`src/rtl/alu_pkg.sv`:
```
// Shared ALU definitions: opcodes, instruction word layout and sequencer states.
// Used by the CU, the instruction sequencer and the benches.
package alu_pkg;

  localparam int DATA_W  = 8;
  localparam int OP_W    = 3;
  localparam int INSTR_W = OP_W + 2 * DATA_W;

  localparam int OP_HI = 18;
  localparam int OP_LO = 16;
  localparam int A_HI  = 15;
  localparam int A_LO  = 8;
  localparam int B_HI  = 7;
  localparam int B_LO  = 0;

  typedef enum logic [OP_W-1:0] {
    OP_NOP = 3'b000,
    OP_ADD = 3'b001,
    OP_SUB = 3'b010,
    OP_INC = 3'b011,
    OP_DEC = 3'b100,
    OP_AND = 3'b101,
    OP_OR  = 3'b110,
    OP_NOT = 3'b111
  } op_e;

  typedef logic [INSTR_W-1:0] instr_t;

  typedef enum logic [1:0] {
    ST_IDLE,
    ST_ISSUE,
    ST_WAIT,
    ST_FINISH
  } seq_state_e;

  function automatic op_e instr_op(input instr_t word);
    return op_e'(word[OP_HI:OP_LO]);
  endfunction

  function automatic instr_t make_instr(input op_e op, input logic [DATA_W-1:0] a,
                                        input logic [DATA_W-1:0] b);
    return {op, a, b};
  endfunction

endpackage

```
`src/rtl/alu_instr_sequencer_if.sv`:
```
// Host/CU bundle for the instruction sequencer. master = host plus CU side,
// slave = the sequencer itself.
interface alu_instr_sequencer_if #(
  parameter int DEPTH = 8
);
  import alu_pkg::*;

  localparam int AW = $clog2(DEPTH);

  logic                  load_en;
  logic [AW-1:0]         load_addr;
  instr_t                load_instr;
  logic                  start;
  logic [AW:0]           prog_len;
  instr_t                instr_out;
  logic                  instr_valid;
  logic [DATA_W-1:0]     alu_result;
  logic                  res_valid;
  logic [DATA_W-1:0]     res_data;
  logic [AW-1:0]         res_idx;
  logic                  busy;
  logic                  done;

  modport master (
    output load_en, load_addr, load_instr, start, prog_len, alu_result,
    input  instr_out, instr_valid, res_valid, res_data, res_idx, busy, done
  );

  modport slave (
    input  load_en, load_addr, load_instr, start, prog_len, alu_result,
    output instr_out, instr_valid, res_valid, res_data, res_idx, busy, done
  );

endinterface

```
`src/rtl/alu_prog_mem.sv`:
```
// Program store: DEPTH x instruction register file, one synchronous write port
// and one asynchronous read port. Contents are deliberately not reset.
module alu_prog_mem
  import alu_pkg::*;
#(
  parameter int DEPTH = 8,
  parameter int AW    = $clog2(DEPTH)
) (
  input  logic          clk,
  input  logic          we,
  input  logic [AW-1:0] waddr,
  input  instr_t        wdata,
  input  logic [AW-1:0] raddr,
  output instr_t        rdata
);

  instr_t mem [DEPTH];

  always_ff @(posedge clk) begin
    if (we) begin
      mem[waddr] <= wdata;
    end
  end

  assign rdata = mem[raddr];

endmodule

```
`src/rtl/alu_instr_sequencer.sv`:
```
// Steps a stored program through the combinational CU one slot at a time and
// returns each settled result tagged with its slot index.
module alu_instr_sequencer
  import alu_pkg::*;
#(
  parameter int DEPTH   = 8,
  parameter int RES_LAT = 1
) (
  input  logic                  clk,
  input  logic                  rst_n,
  alu_instr_sequencer_if.slave  bus
);

  localparam int AW = $clog2(DEPTH);
  localparam int CW = (RES_LAT < 2) ? 1 : $clog2(RES_LAT + 1);

  seq_state_e        state_reg;
  logic [AW:0]       pc_reg;
  logic [AW:0]       len_reg;
  logic [CW-1:0]     cnt_reg;
  instr_t            instr_reg;
  logic              instr_valid_reg;
  logic              res_valid_reg;
  logic [DATA_W-1:0] res_data_reg;
  logic [AW-1:0]     res_idx_reg;
  logic              busy_reg;
  logic              done_reg;

  instr_t            mem_rdata;
  logic [AW:0]       len_clamped;
  logic              more_slots;

  // Writes are locked out for the whole run so the program cannot change under it.
  alu_prog_mem #(
    .DEPTH (DEPTH),
    .AW    (AW)
  ) u_prog_mem (
    .clk   (clk),
    .we    (bus.load_en && !busy_reg),
    .waddr (bus.load_addr),
    .wdata (bus.load_instr),
    .raddr (pc_reg[AW-1:0]),
    .rdata (mem_rdata)
  );

  assign len_clamped = (bus.prog_len > (AW+1)'(DEPTH)) ? (AW+1)'(DEPTH) : bus.prog_len;
  assign more_slots  = (pc_reg < (len_reg - (AW+1)'(1)));

  always_ff @(posedge clk) begin
    if (!rst_n) begin
      state_reg       <= ST_IDLE;
      pc_reg          <= '0;
      len_reg         <= '0;
      cnt_reg         <= '0;
      instr_reg       <= '0;
      instr_valid_reg <= 1'b0;
      res_valid_reg   <= 1'b0;
      res_data_reg    <= '0;
      res_idx_reg     <= '0;
      busy_reg        <= 1'b0;
      done_reg        <= 1'b0;
    end else begin
      res_valid_reg <= 1'b0;
      done_reg      <= 1'b0;
      case (state_reg)
        ST_IDLE: begin
          if (bus.start) begin
            if (len_clamped != '0) begin
              len_reg   <= len_clamped;
              pc_reg    <= '0;
              busy_reg  <= 1'b1;
              state_reg <= ST_ISSUE;
            end else begin
              done_reg <= 1'b1;
            end
          end
        end
        ST_ISSUE: begin
          instr_reg <= mem_rdata;
          if (instr_op(mem_rdata) == OP_NOP) begin
            // NOP slots are skipped without a settle window or a result.
            instr_valid_reg <= 1'b0;
            pc_reg          <= pc_reg + (AW+1)'(1);
            state_reg       <= more_slots ? ST_ISSUE : ST_FINISH;
          end else begin
            instr_valid_reg <= 1'b1;
            cnt_reg         <= CW'(RES_LAT);
            state_reg       <= ST_WAIT;
          end
        end
        ST_WAIT: begin
          cnt_reg <= cnt_reg - CW'(1);
          if (cnt_reg == CW'(1)) begin
            res_data_reg  <= bus.alu_result;
            res_idx_reg   <= pc_reg[AW-1:0];
            res_valid_reg <= 1'b1;
            pc_reg        <= pc_reg + (AW+1)'(1);
            state_reg     <= more_slots ? ST_ISSUE : ST_FINISH;
          end
        end
        ST_FINISH: begin
          instr_valid_reg <= 1'b0;
          busy_reg        <= 1'b0;
          done_reg        <= 1'b1;
          state_reg       <= ST_IDLE;
        end
        default: state_reg <= ST_IDLE;
      endcase
    end
  end

  assign bus.instr_out   = instr_reg;
  assign bus.instr_valid = instr_valid_reg;
  assign bus.res_valid   = res_valid_reg;
  assign bus.res_data    = res_data_reg;
  assign bus.res_idx     = res_idx_reg;
  assign bus.busy        = busy_reg;
  assign bus.done        = done_reg;

endmodule

```
`src/flat_wrapper.sv`:
```
// flat-port wrapper written by rule: the top's interface ports become plain ports
module alu_instr_sequencer_flat import alu_pkg::*;
#(
  parameter int DEPTH   = 8,
  parameter int RES_LAT = 1
)
  (clk, rst_n, bus_load_en, bus_load_addr, bus_load_instr, bus_start, bus_prog_len, bus_alu_result, bus_instr_out, bus_instr_valid, bus_res_valid, bus_res_data, bus_res_idx, bus_busy, bus_done);
  alu_instr_sequencer_if #(.DEPTH(DEPTH)) bus_i ();
  input  logic clk;
  input  logic rst_n;
  input wire logic [$bits(bus_i.load_en)-1:0] bus_load_en;
  input wire logic [$bits(bus_i.load_addr)-1:0] bus_load_addr;
  input wire logic [$bits(bus_i.load_instr)-1:0] bus_load_instr;
  input wire logic [$bits(bus_i.start)-1:0] bus_start;
  input wire logic [$bits(bus_i.prog_len)-1:0] bus_prog_len;
  input wire logic [$bits(bus_i.alu_result)-1:0] bus_alu_result;
  output wire logic [$bits(bus_i.instr_out)-1:0] bus_instr_out;
  output wire logic [$bits(bus_i.instr_valid)-1:0] bus_instr_valid;
  output wire logic [$bits(bus_i.res_valid)-1:0] bus_res_valid;
  output wire logic [$bits(bus_i.res_data)-1:0] bus_res_data;
  output wire logic [$bits(bus_i.res_idx)-1:0] bus_res_idx;
  output wire logic [$bits(bus_i.busy)-1:0] bus_busy;
  output wire logic [$bits(bus_i.done)-1:0] bus_done;
  assign bus_i.load_en = bus_load_en;
  assign bus_i.load_addr = bus_load_addr;
  assign bus_i.load_instr = bus_load_instr;
  assign bus_i.start = bus_start;
  assign bus_i.prog_len = bus_prog_len;
  assign bus_i.alu_result = bus_alu_result;
  assign bus_instr_out = bus_i.instr_out;
  assign bus_instr_valid = bus_i.instr_valid;
  assign bus_res_valid = bus_i.res_valid;
  assign bus_res_data = bus_i.res_data;
  assign bus_res_idx = bus_i.res_idx;
  assign bus_busy = bus_i.busy;
  assign bus_done = bus_i.done;
  alu_instr_sequencer #(.DEPTH(DEPTH), .RES_LAT(RES_LAT)) u_core (.clk(clk), .rst_n(rst_n), .bus(bus_i));
endmodule
```
`config.mk`:
```
export PLATFORM = sky130hd
export DESIGN_NAME = alu_instr_sequencer_flat
export DESIGN_NICKNAME = d
export VERILOG_FILES = /design/src/rtl/alu_pkg.sv /design/src/rtl/alu_instr_sequencer_if.sv /design/src/rtl/alu_prog_mem.sv /design/src/rtl/alu_instr_sequencer.sv /design/src/flat_wrapper.sv
export SDC_FILE = /design/constraint.sdc
export NUM_CORES = 1
export LEC_CHECK = 0
export BUFFER_PORTS_ARGS = -buffer_cell sky130_fd_sc_hd__buf_4
export CAP_MARGIN = 20
export CORE_ASPECT_RATIO = 0.6
export CORE_MARGIN = 1.5
export CORE_UTILIZATION = 45
export DETAILED_ROUTE_END_ITERATION = 8
export SLEW_MARGIN = 40
export SYNTH_ARGS = -nofsm -noshare
export SYNTH_HDL_FRONTEND = slang
export SYNTH_SLANG_ARGS = --single-unit
export TNS_END_PERCENT = 20
```
`constraint.sdc`:
```
create_clock -name clk -period 3 [get_ports clk]
set_input_delay 0.6 -clock clk [delete_from_list [all_inputs] [get_ports clk]]
set_output_delay 0.6 -clock clk [all_outputs]
set_load 0.01 [all_outputs]
```
# Word-level counts from Yosys, hierarchy flattened
# Memory sizes are Yosys's and may differ from the RTL's. A register that Yosys moved wholly into a read port is not among the register bits.
# Index checks and enable logic that the tools add are counted.
dict set report classes {
  addsub 3
  magnitude_cmp 2
  mux 27
  eq_ne 8
  n_reduce_logical 16
}
# op count
set op_table {}
lappend op_table {{4-bit 2-to-1 mux} 5}
lappend op_table {{4-bit case mux with 3 select lines} 1}
lappend op_table {{2-bit 2-to-1 mux} 5}
lappend op_table {{1-bit 2-to-1 mux} 9}
lappend op_table {{3-bit AND reduction} 3}
lappend op_table {{1-bit case mux with 2 select lines} 4}
lappend op_table {{2-bit case mux with 4 select lines} 1}
lappend op_table {{3-bit 2-to-1 mux} 2}
lappend op_table {{2-bit by 1-bit != test with 1-bit output, second input constant} 3}
lappend op_table {{2-bit AND reduction} 3}
lappend op_table {{2-bit nonzero test} 3}
lappend op_table {{5-bit AND reduction} 1}
lappend op_table {{4-bit by 1-bit adder with 4-bit output, second input constant} 1}
lappend op_table {{2-bit equality test, second input constant} 2}
lappend op_table {{4-bit > comparator, second input constant} 1}
lappend op_table {{4-bit less-than comparator} 1}
lappend op_table {{2-bit != test, second input constant} 2}
lappend op_table {{4-bit nonzero test} 1}
lappend op_table {{4-bit by 1-bit subtractor with 4-bit output, second input constant} 1}
lappend op_table {{3-bit logical NOT} 1}
lappend op_table {{3-bit nonzero test} 1}
lappend op_table {{2-bit by 1-bit equality test with 1-bit output, second input constant} 1}
lappend op_table {{2-bit logical NOT} 1}
lappend op_table {{1-bit logical AND} 1}
lappend op_table {{other kinds (2)} 2}
dict set report totals {
  ramBits 152
  output_inout_bits 34
  reg_bits 45
  inputBits 38
  mem_count 1
}
# memory words width read_ports rd_ports_with_merged_regs wr line_no
set memory_table {}
lappend memory_table {u_core.u_prog_mem.mem 8 19 1 1 1 alu_prog_mem.sv:17} ;# instr_t mem [DEPTH];

# Logic depth before layout (Yosys ltp)
# Gate-level depths: netlist (run 1).
dict set report depth {
  word_depth 8
  ltp_mapped 8
  depth_no_buf 8
}

# Hierarchy
# Synthesis (run 1) repeated with hierarchy kept, for this count alone.
dict set report hier_totals {
  hier_cells 441
  area_unflattened_um2 7850.0
}
# module seq_area_each_um2 cells_per_inst area_each_um2 n_inst
set by_module_without_submodules {}
lappend by_module_without_submodules {alu_prog_mem 4564.4 232 5879.4 1}
lappend by_module_without_submodules {alu_instr_sequencer 900.9 209 1970.6 1}

# Worst setup path after synthesis (run 1)
# OpenSTA, ideal clock, no wires.
dict set report synth_timing {
  kind {input port to flip-flop}
  startpoint {input port bus_load_addr[2]}
  endpoint {memory u_core.u_prog_mem.mem[0][0] (netlist name), enable pin}
  arrival_time_ps 2146
  n_path_buf 0
  stages 2
  path_slack_ps 435
  path_cell_list {nand3b_1 -> nor3_1}
}
# element line_no
set synth_lines {}
lappend synth_lines {{start: declaration} flat_wrapper.sv:12} ;# input wire logic [$bits(bus_i.load_addr)-1:0] bus_load_addr;
lappend synth_lines {{end: declaration} alu_prog_mem.sv:17}
# Straight into the memory's write port.

==> summary.md, run 1 <==
| Metric | Value |
|---|---|
| DIE WIDTH | between 150 and 200 um |
| EDFF count, synth | about 150 |
| Largest net degree at the start of global routing | 44 |
| Warnings from Yosys | 0 |
| Clk_skew | ~0.013 ns |
| Post-route minimum period | around 2.1 ns |
| Filler cells | 1,318 |
| Cell area after synthesis | just under 8000 um^2 |
| DR vias/cell | 5.40 |
| Die Area | between 15,000 and 20,000 um^2 |
| HP Start | bus_load_instr[13] |
| Tightest Pin Transition | about 0.71 ns |
| Seq cells post-synth | 200 |
| IO Count | 72 |
| DR vias | roughly 4.2k |
| Clock slew at reported path FFs | about 0.080 ns |
| Fraction of layout cells with a size suffix above 1 | 31.4% |
| Clock Path Buffers | 2 |
| Top-count cell post-synth | edfxtp_1 |
| Diode count | 0 |
| Syn Inst Count | 447 |
| Cts hold-fix bufs | 0 |
| Post-synth top cells | edfxtp_1, dfxtp_1, mux4_2, nand2_1, nor2_1 |
| Finished Cell Area | a little over 9000 um^2 |
| Tcrit/Tclk final | roughly 70% |
| Area leader, netlist | edfxtp_1 |
| Status | finished, final reports clean |
| Synth unique cells | 42 |
| Max reg flops | between 150 and 200 |
| DP Area | approximately 8600 um^2 |
| Core ar. | 16,400 um^2 |
| Area Growth Syn to Fin | 18.7% |
| Number of global-route vias before repair | 4,114 |
| Post-CTS Resized | 0 |
| Hold Violations, Final | 0 |
| Crit start category | flip-flop |
| Fin Setup TNS | 0 ns |
| Gr usage total | 18.1% |
| Mapped Avg Cell Area | between 15 and 20 um^2 |
| Fin. max-slew vios | 0 |
| Final setup violation count | 0 |
| Top post-synthesis cells by area | edfxtp_1, dfxtp_1, mux4_2, mux2i_1, a211oi_1 |
| Post-CTS Setup Bufs | 0 |
| Die height | ~100 um |
| Worst vdd ir | 0.365 mV |
| Input/output buffers | between 70 and 80 |
| RSZ-0062 raised after global routing | false |
| Post-synthesis sequential area ratio | between 70% and 80% |
| Final WL | ~15 mm |
| Placer Congestion | between 0.7 and 0.8 |
| Cts bufs inserted | 17 |
| Pwr dens | around 640 nW/um^2 |
| Leakage | between 3 and 4 nW |
| Final layout net count | slightly below 600 |
| GR Overflow Total | 0 |
| CP Max Fanout | 10 |
| First-pass GRT wire length | roughly 24 mm |
| Maxcap violations | 0 |
| H-tree levels | 4 |
| Share of the synthesized area in the top cell type | 59.4% |
| Arrival time worst endpoint | between 2 and 2.5 ns |
| Critical path class | flip-flop to flip-flop |
| Post-DRT Antenna Nets | 0 |
| FMAX | roughly 480 MHz |
| Fraction of registers with async set/reset | 0% |
| Skew-Pair Late Insertion Delay | 0.42 ns |
| Top_reg_cell synth | edfxtp_1 |
| Worst slew margin | 51.9% |
| CTS sink count | 200 |
| Drt wl/cell | around 20 um |
| Dpl hpwl | between 9 and 10 mm |
| CTS tree | done |
| Root buffer cell | clkbuf_16 |
| Initial drt markers | 377 |
| Crit. End Element | flip-flop |
| # DRC | 0 |
| Initial Utilization | 46.7% |
| Hold crit path type | input pin to flip-flop |
| Syn_nets | between 400 and 500 |
| Initial antenna violation count | 0 |
| FP Rows | 36 |
| Pre-antenna DRT Iters | 4 |
| Required @ worst endpoint | 3.34 ns |
==> cells in the final DEF (no fill, tap or decap), types with 2 or more instances in the layout <==
| cell | synthesis | routed |
|---|---|---|
| a211oi_1 | 20 | 20 |
| clkinv_8 | 0 | 2 |
| o21ai_0 | 2 | 2 |
| nor2_1 | 33 | 27 |
| a31oi_1 | 2 | 2 |
| dfxtp_1 | 48 | 47 |
| nor3b_1 | 4 | 4 |
| clkbuf_16 | 0 | 17 |
| nor3_1 | 4 | 2 |
| or3_1 | 2 | 2 |
| inv_1 | 7 | 7 |
| nor3_2 | 0 | 2 |
| clkbuf_1 | 13 | 2 |
| nand2_1 | 33 | 33 |
| a21oi_1 | 20 | 20 |
| a221oi_1 | 2 | 2 |
| ha_1 | 10 | 10 |
| buf_4 | 0 | 87 |
| xnor2_1 | 2 | 2 |
| mux4_2 | 38 | 38 |
| clkinvlp_4 | 0 | 3 |
| inv_6 | 0 | 4 |
| inv_8 | 0 | 3 |
| mux2i_1 | 18 | 18 |
| nand3_1 | 4 | 4 |
| nor2_2 | 0 | 6 |
| mux2i_4 | 3 | 3 |
| nand2b_1 | 4 | 4 |
| edfxtp_1 | 152 | 152 |
==> metrics by stage <==
stage	instances	setup slack [ns]	utilization, %	total power [W]	hold slack, ns
finish	773	0.915	55.5	0.00587	0.403
global route	773	0.799	55.5	0.00610	0.391
CTS	773	0.913	55.5	0.00593	0.387
detailed placement	741	0.822	52.0	0.00377	0.451
global placement	741	0.930	52.0	0.00375	0.443
floorplan	447	0.435	-	0.00353	0.449
==> critical path, cell delays in order, from the launching register on <==
cell and delay [ns]:
dfxtp_2 0.54, mux4_2 0.60, mux2i_4 0.20, a31oi_2 0.19
nand2b_4 0.21, o32ai_2 0.26
==> metal layers <==
metal	vias to the layer above	track usage, %	part of all wire, %
met5	-	0	0
met4	0	5.14	0.58
met3	9	3.46	4.8
met2	105	26.3	46
met1	2135	27.8	49
li1	1927	-	-
==> power by group <==
group | internal, W | switching [W] | leakage, nW
registers | 0.00307 | 0.0000564 | 1.77
clock network | 0.00111 | 0.00107 | 0.266
logic | 0.000268 | 0.000302 | 0.987
==> cell type report <==
| class | instances | area (um^2) | area share, % |
|---|---|---|---|
| sequential | 200 | 5530 | 60.6 |
| multi-input combinational | 218 | 2060 | 22.6 |
| clock buffer | 19 | 433 | 4.75 |
| timing repair buffer | 87 | 653 | 7.16 |
| tap | 228 | 285 | 3.13 |
| inverter | 8 | 31.3 | 0.343 |
| clock inverter | 13 | 133 | 1.45 |
==> final timing paths <==
path | endpoint | slack (ns) | cells after the start
min reg2reg | u_core.bus.res_idx[2] | 0.46 | 2
max | u_core.pc_reg[3] | 0.92 | 5
max reg2reg | u_core.pc_reg[3] | 0.92 | 5
min | u_core.u_prog_mem.mem[7][13] | 0.40 | 1
==> cell families (layout without fill, tap and decap cells) <==
family          after synthesis  in the layout  synth area share (%)
flops                       200            200                  71.9
buf+inv                      29            127                  1.60
xor+xnor                      2              2                 0.228
mux                          59             59                  14.4
compound gates               54             54                  4.72
simple gates                 93             93                  5.54
fa+ha+maj                    10             10                  1.63
No activity file was read; power rests on OpenSTA's default activity.
==> inputs of run 2 (changes only) <==
ABC_AREA = 1   (was unset)
clock period = 1.98 ns   (was 3 ns; I/O delays follow)
==> run 2 against run 1 <==
Against the previous run: first-iteration DRC count rose by 39%; clock power rose by 54%; area after synthesis up 1.3%; final cell count grew 28%; combinational power increased to 5.8 times the previous value; non-clock buffer count increased by 8; die area increased by 1.3%; highest routed layer unchanged.
==> summary.md, run 2 <==
| Metric | Value |
|---|---|
| Status | finished, final reports clean |
| Area Growth Syn to Fin | 19.9% |
| Die height | 105 um |
| Top post-synthesis cells by area | edfxtp_1, dfxtp_1, o21ai_0, nor2_1, nand2_1 |
| R2R setup slack | 0.16 ns |
| Worst stage delay on the critical path | 0.40 ns |
| Top_reg_cell synth | edfxtp_1 |
| Worst slew margin | a little under three quarters |
| Worst vdd ir | 0.639 mV |
| Cts hold-fix bufs | 0 |
| Syn Inst Count | around 670 |
| Worst Hold Endpoint | u_core.u_prog_mem.mem[3][18] |
| Root buffer cell | clkbuf_16 |
| Max reg flops | ~150 |
| Post-DRT Antenna Nets | 0 |
| Post-synthesis sequential area ratio | between 70% and 80% |
| Pwr dens | 1260 nW/um^2 |
| Diode count | 0 |
| Most common cell after layout, fill and taps aside | edfxtp_1 |
| HP Start | bus_load_instr[18] |
| Critical path class | flip-flop to flip-flop |
| Post-CTS Resized | 0 |
| Crit start category | flip-flop |
| Fraction of registers with async set/reset | 0% |
| Share of the synthesized area in the top cell type | 58.6% |
| Syn_nets | between 700 and 800 |
| Clock slew at reported path FFs | 0.08 ns |
| Number of placed cells counting well taps | 960 |
| EDFF count, synth | 152 |
| Filler cells | 1,464 |
| Core ar. | around 17,000 um^2 |
| Final setup violation count | 0 |
| Placer Congestion | between 0.7 and 0.8 |
| Most frequent cells in the layout | edfxtp_1, o21ai_0, nor2_1 |
| Required @ worst endpoint | ~2.3 ns |
| Fraction of layout cells with a size suffix above 1 | 18.5% |
| Hold Violations, Final | 0 |
| Final Util | roughly 55% |
| Post-route minimum period | approximately 1.8 ns |
| Crit. End Element | flip-flop |
| RSZ-0062 raised after global routing | false |
| # DRC | 0 |
| FP Rows | 37 |
| Tcrit/Tclk final | between 90% and 100% |
| Clk_skew | about 0.009 ns |
| Arrival time worst endpoint | about 2.2 ns |
| Drt wl/cell | around 18 um |
| CP Max Fanout | 5 |
| Largest net degree at the start of global routing | 45 |
| Die Area | approximately 18,000 um^2 |
| Cell area after synthesis | between 7000 and 8000 um^2 |
| DR vias | roughly 5.3k |
| Final layout net count | 793 |
| Gr usage total | 20.4% |
| Post-CTS Setup Bufs | 0 |
| Maxcap violations | 0 |
| CTS tree | done |
| Reg2reg start | u_core.state_reg[0] |
| H-tree levels | 4 |
| Hold crit path type | input pin to flip-flop |
| Post-synth top cells | edfxtp_1, nor2_1, o21ai_0, nand2_1, dfxtp_1 |
| Final WL | 17.7 mm |
| WHS Path Cells | 1 |
| Area leader, netlist | edfxtp_1 |
| CTS sink count | 200 |
| Worst path slowest cell | dfxtp_1 |
| DR vias/cell | approximately 5.3 |
| Worst r2r path cells | 9 |
| Worst path cell trace | inv_1 -> ha_1 -> nand2_1 -> o21ai_0 -> nor2_1 -> nand2_2 -> nand2_1 -> nand2_1 -> nor2_1 |
| DIE WIDTH | roughly 170 um |
| Top-count cell post-synth | edfxtp_1 |
| Initial Utilization | roughly 46% |
| FMAX | 549 MHz |
| Buffers & Inverters on Critical Path | 1 |
| Number of global-route vias before repair | ~5k |
| Mapped Avg Cell Area | around 12 um^2 |
| Synth unique cells | 27 |
| Fin Setup TNS | 0 ns |
| Tightest Pin Transition | 0.437 ns |
| GR Overflow Total | 0 |
| Worst path top cell family by delay | simple AND/OR/NAND/NOR gates |
| Skew-Pair Late Insertion Delay | between 0.4 and 0.5 ns |
| Cts bufs inserted | 17 |
| First-pass GRT wire length | approximately 28 mm |
| Crit path top cell by count | nand2_1 |
| Initial drt markers | 525 |
| Dpl hpwl | between 10 and 15 mm |
| Seq cells post-synth | 200 |
| Post-route insts no fill | about 1,000 |
| Pre-antenna DRT Iters | 5 |
| Initial antenna violation count | 0 |
| Leakage | 3.47 nW |
| Input/output buffers | ~70 |
| IO Count | between 70 and 80 |
| Fin. max-slew vios | 0 |
| Clock Path Buffers | 2 |
| Warnings from Yosys | 0 |
==> run 2: changes by cell type in the layout (fill, tap and decap cells not counted), sizes merged, moves of 18 or more <==
cell    change
mux2i      -21
o21ai     +112
nor2       +73
inv        +33
a211oi     -19
nand2      +31
nand3      +18
mux4       -38
==> run 2: metrics by stage <==
stage                     setup slack, ns  instance area, um^2  hold slack, ns  power (W)
final                               0.157                 9330           0.197     0.0118
after global routing               0.0279                 9330           0.192     0.0125
after CTS                           0.204                 9330           0.187     0.0118
after detailed placement            0.229                 8750           0.482    0.00849
after global placement              0.317                 8750           0.468    0.00836
after floorplan                     0.131                 7780           0.455    0.00725
==> run 2: power by group <==
part	internal [W]	switching [W]	total, W
Combinational	0.00119	0.00212	0.00331
Clock	0.00169	0.00166	0.00335
Sequential	0.00488	0.000207	0.00509
==> run 2: per-layer routing <==
layer  GRT usage, %  up-vias  wire length [um]
li1               -     2536                 -
met1           29.7     2610              8680
met2           31.7      150              8020
met3           3.64       10               912
met4           5.53        0               126
met5              0        -                 0
==> run 2: worst reg2reg max path, delay by kind of cell, from the launching register on <==
family | cells | cell delay (ns)
compound gates | 1 | 0.13
fa+ha+maj | 1 | 0.24
buf+inv | 1 | 0.11
flops | 1 | 0.40
simple gates | 6 | 0.88
==> run 2: final cells by class <==
class	instances	area, um^2	share of cell area [%]
tap	234	293	3.14
inverter	39	146	1.57
sequential	200	5530	59.2
timing repair buffer	95	826	8.85
multi-input combinational	392	1960	21.0
clock inverter	15	154	1.65
clock buffer	17	425	4.56
==> run 2: kinds of logic after synthesis <==
kind of cell               Yosys count  synth area share [%]
AOI/OAI and AO/OA                  183                  13.1
xor gates and xnor gates             3                 0.338
adders and majority gates           10                  1.61
buffers and inverters               77                  4.04
DFF                                200                  71.0
and+or+nand+nor                    196                  9.97
==> run 2: how the worst max path moves through the flow <==
| stage | from | end | slack, ns | depth (start not counted) |
|---|---|---|---|---|
| finish | u_core.state_reg[0] | flip-flop | 0.16 | 9 |
| detailed placement | u_core.state_reg[0] | u_core.pc_reg[1] | 0.23 | 9 |
| floorplan | bus_load_en | u_core.u_prog_mem.mem[6][0] | 0.13 | 4 |
| global placement | u_core.len_reg[0] | u_core.state_reg[1] | 0.32 | 10 |
| CTS | u_core.state_reg[0] | flip-flop | 0.20 | 9 |
| global route | flip-flop | flip-flop | 0.03 | 11 |
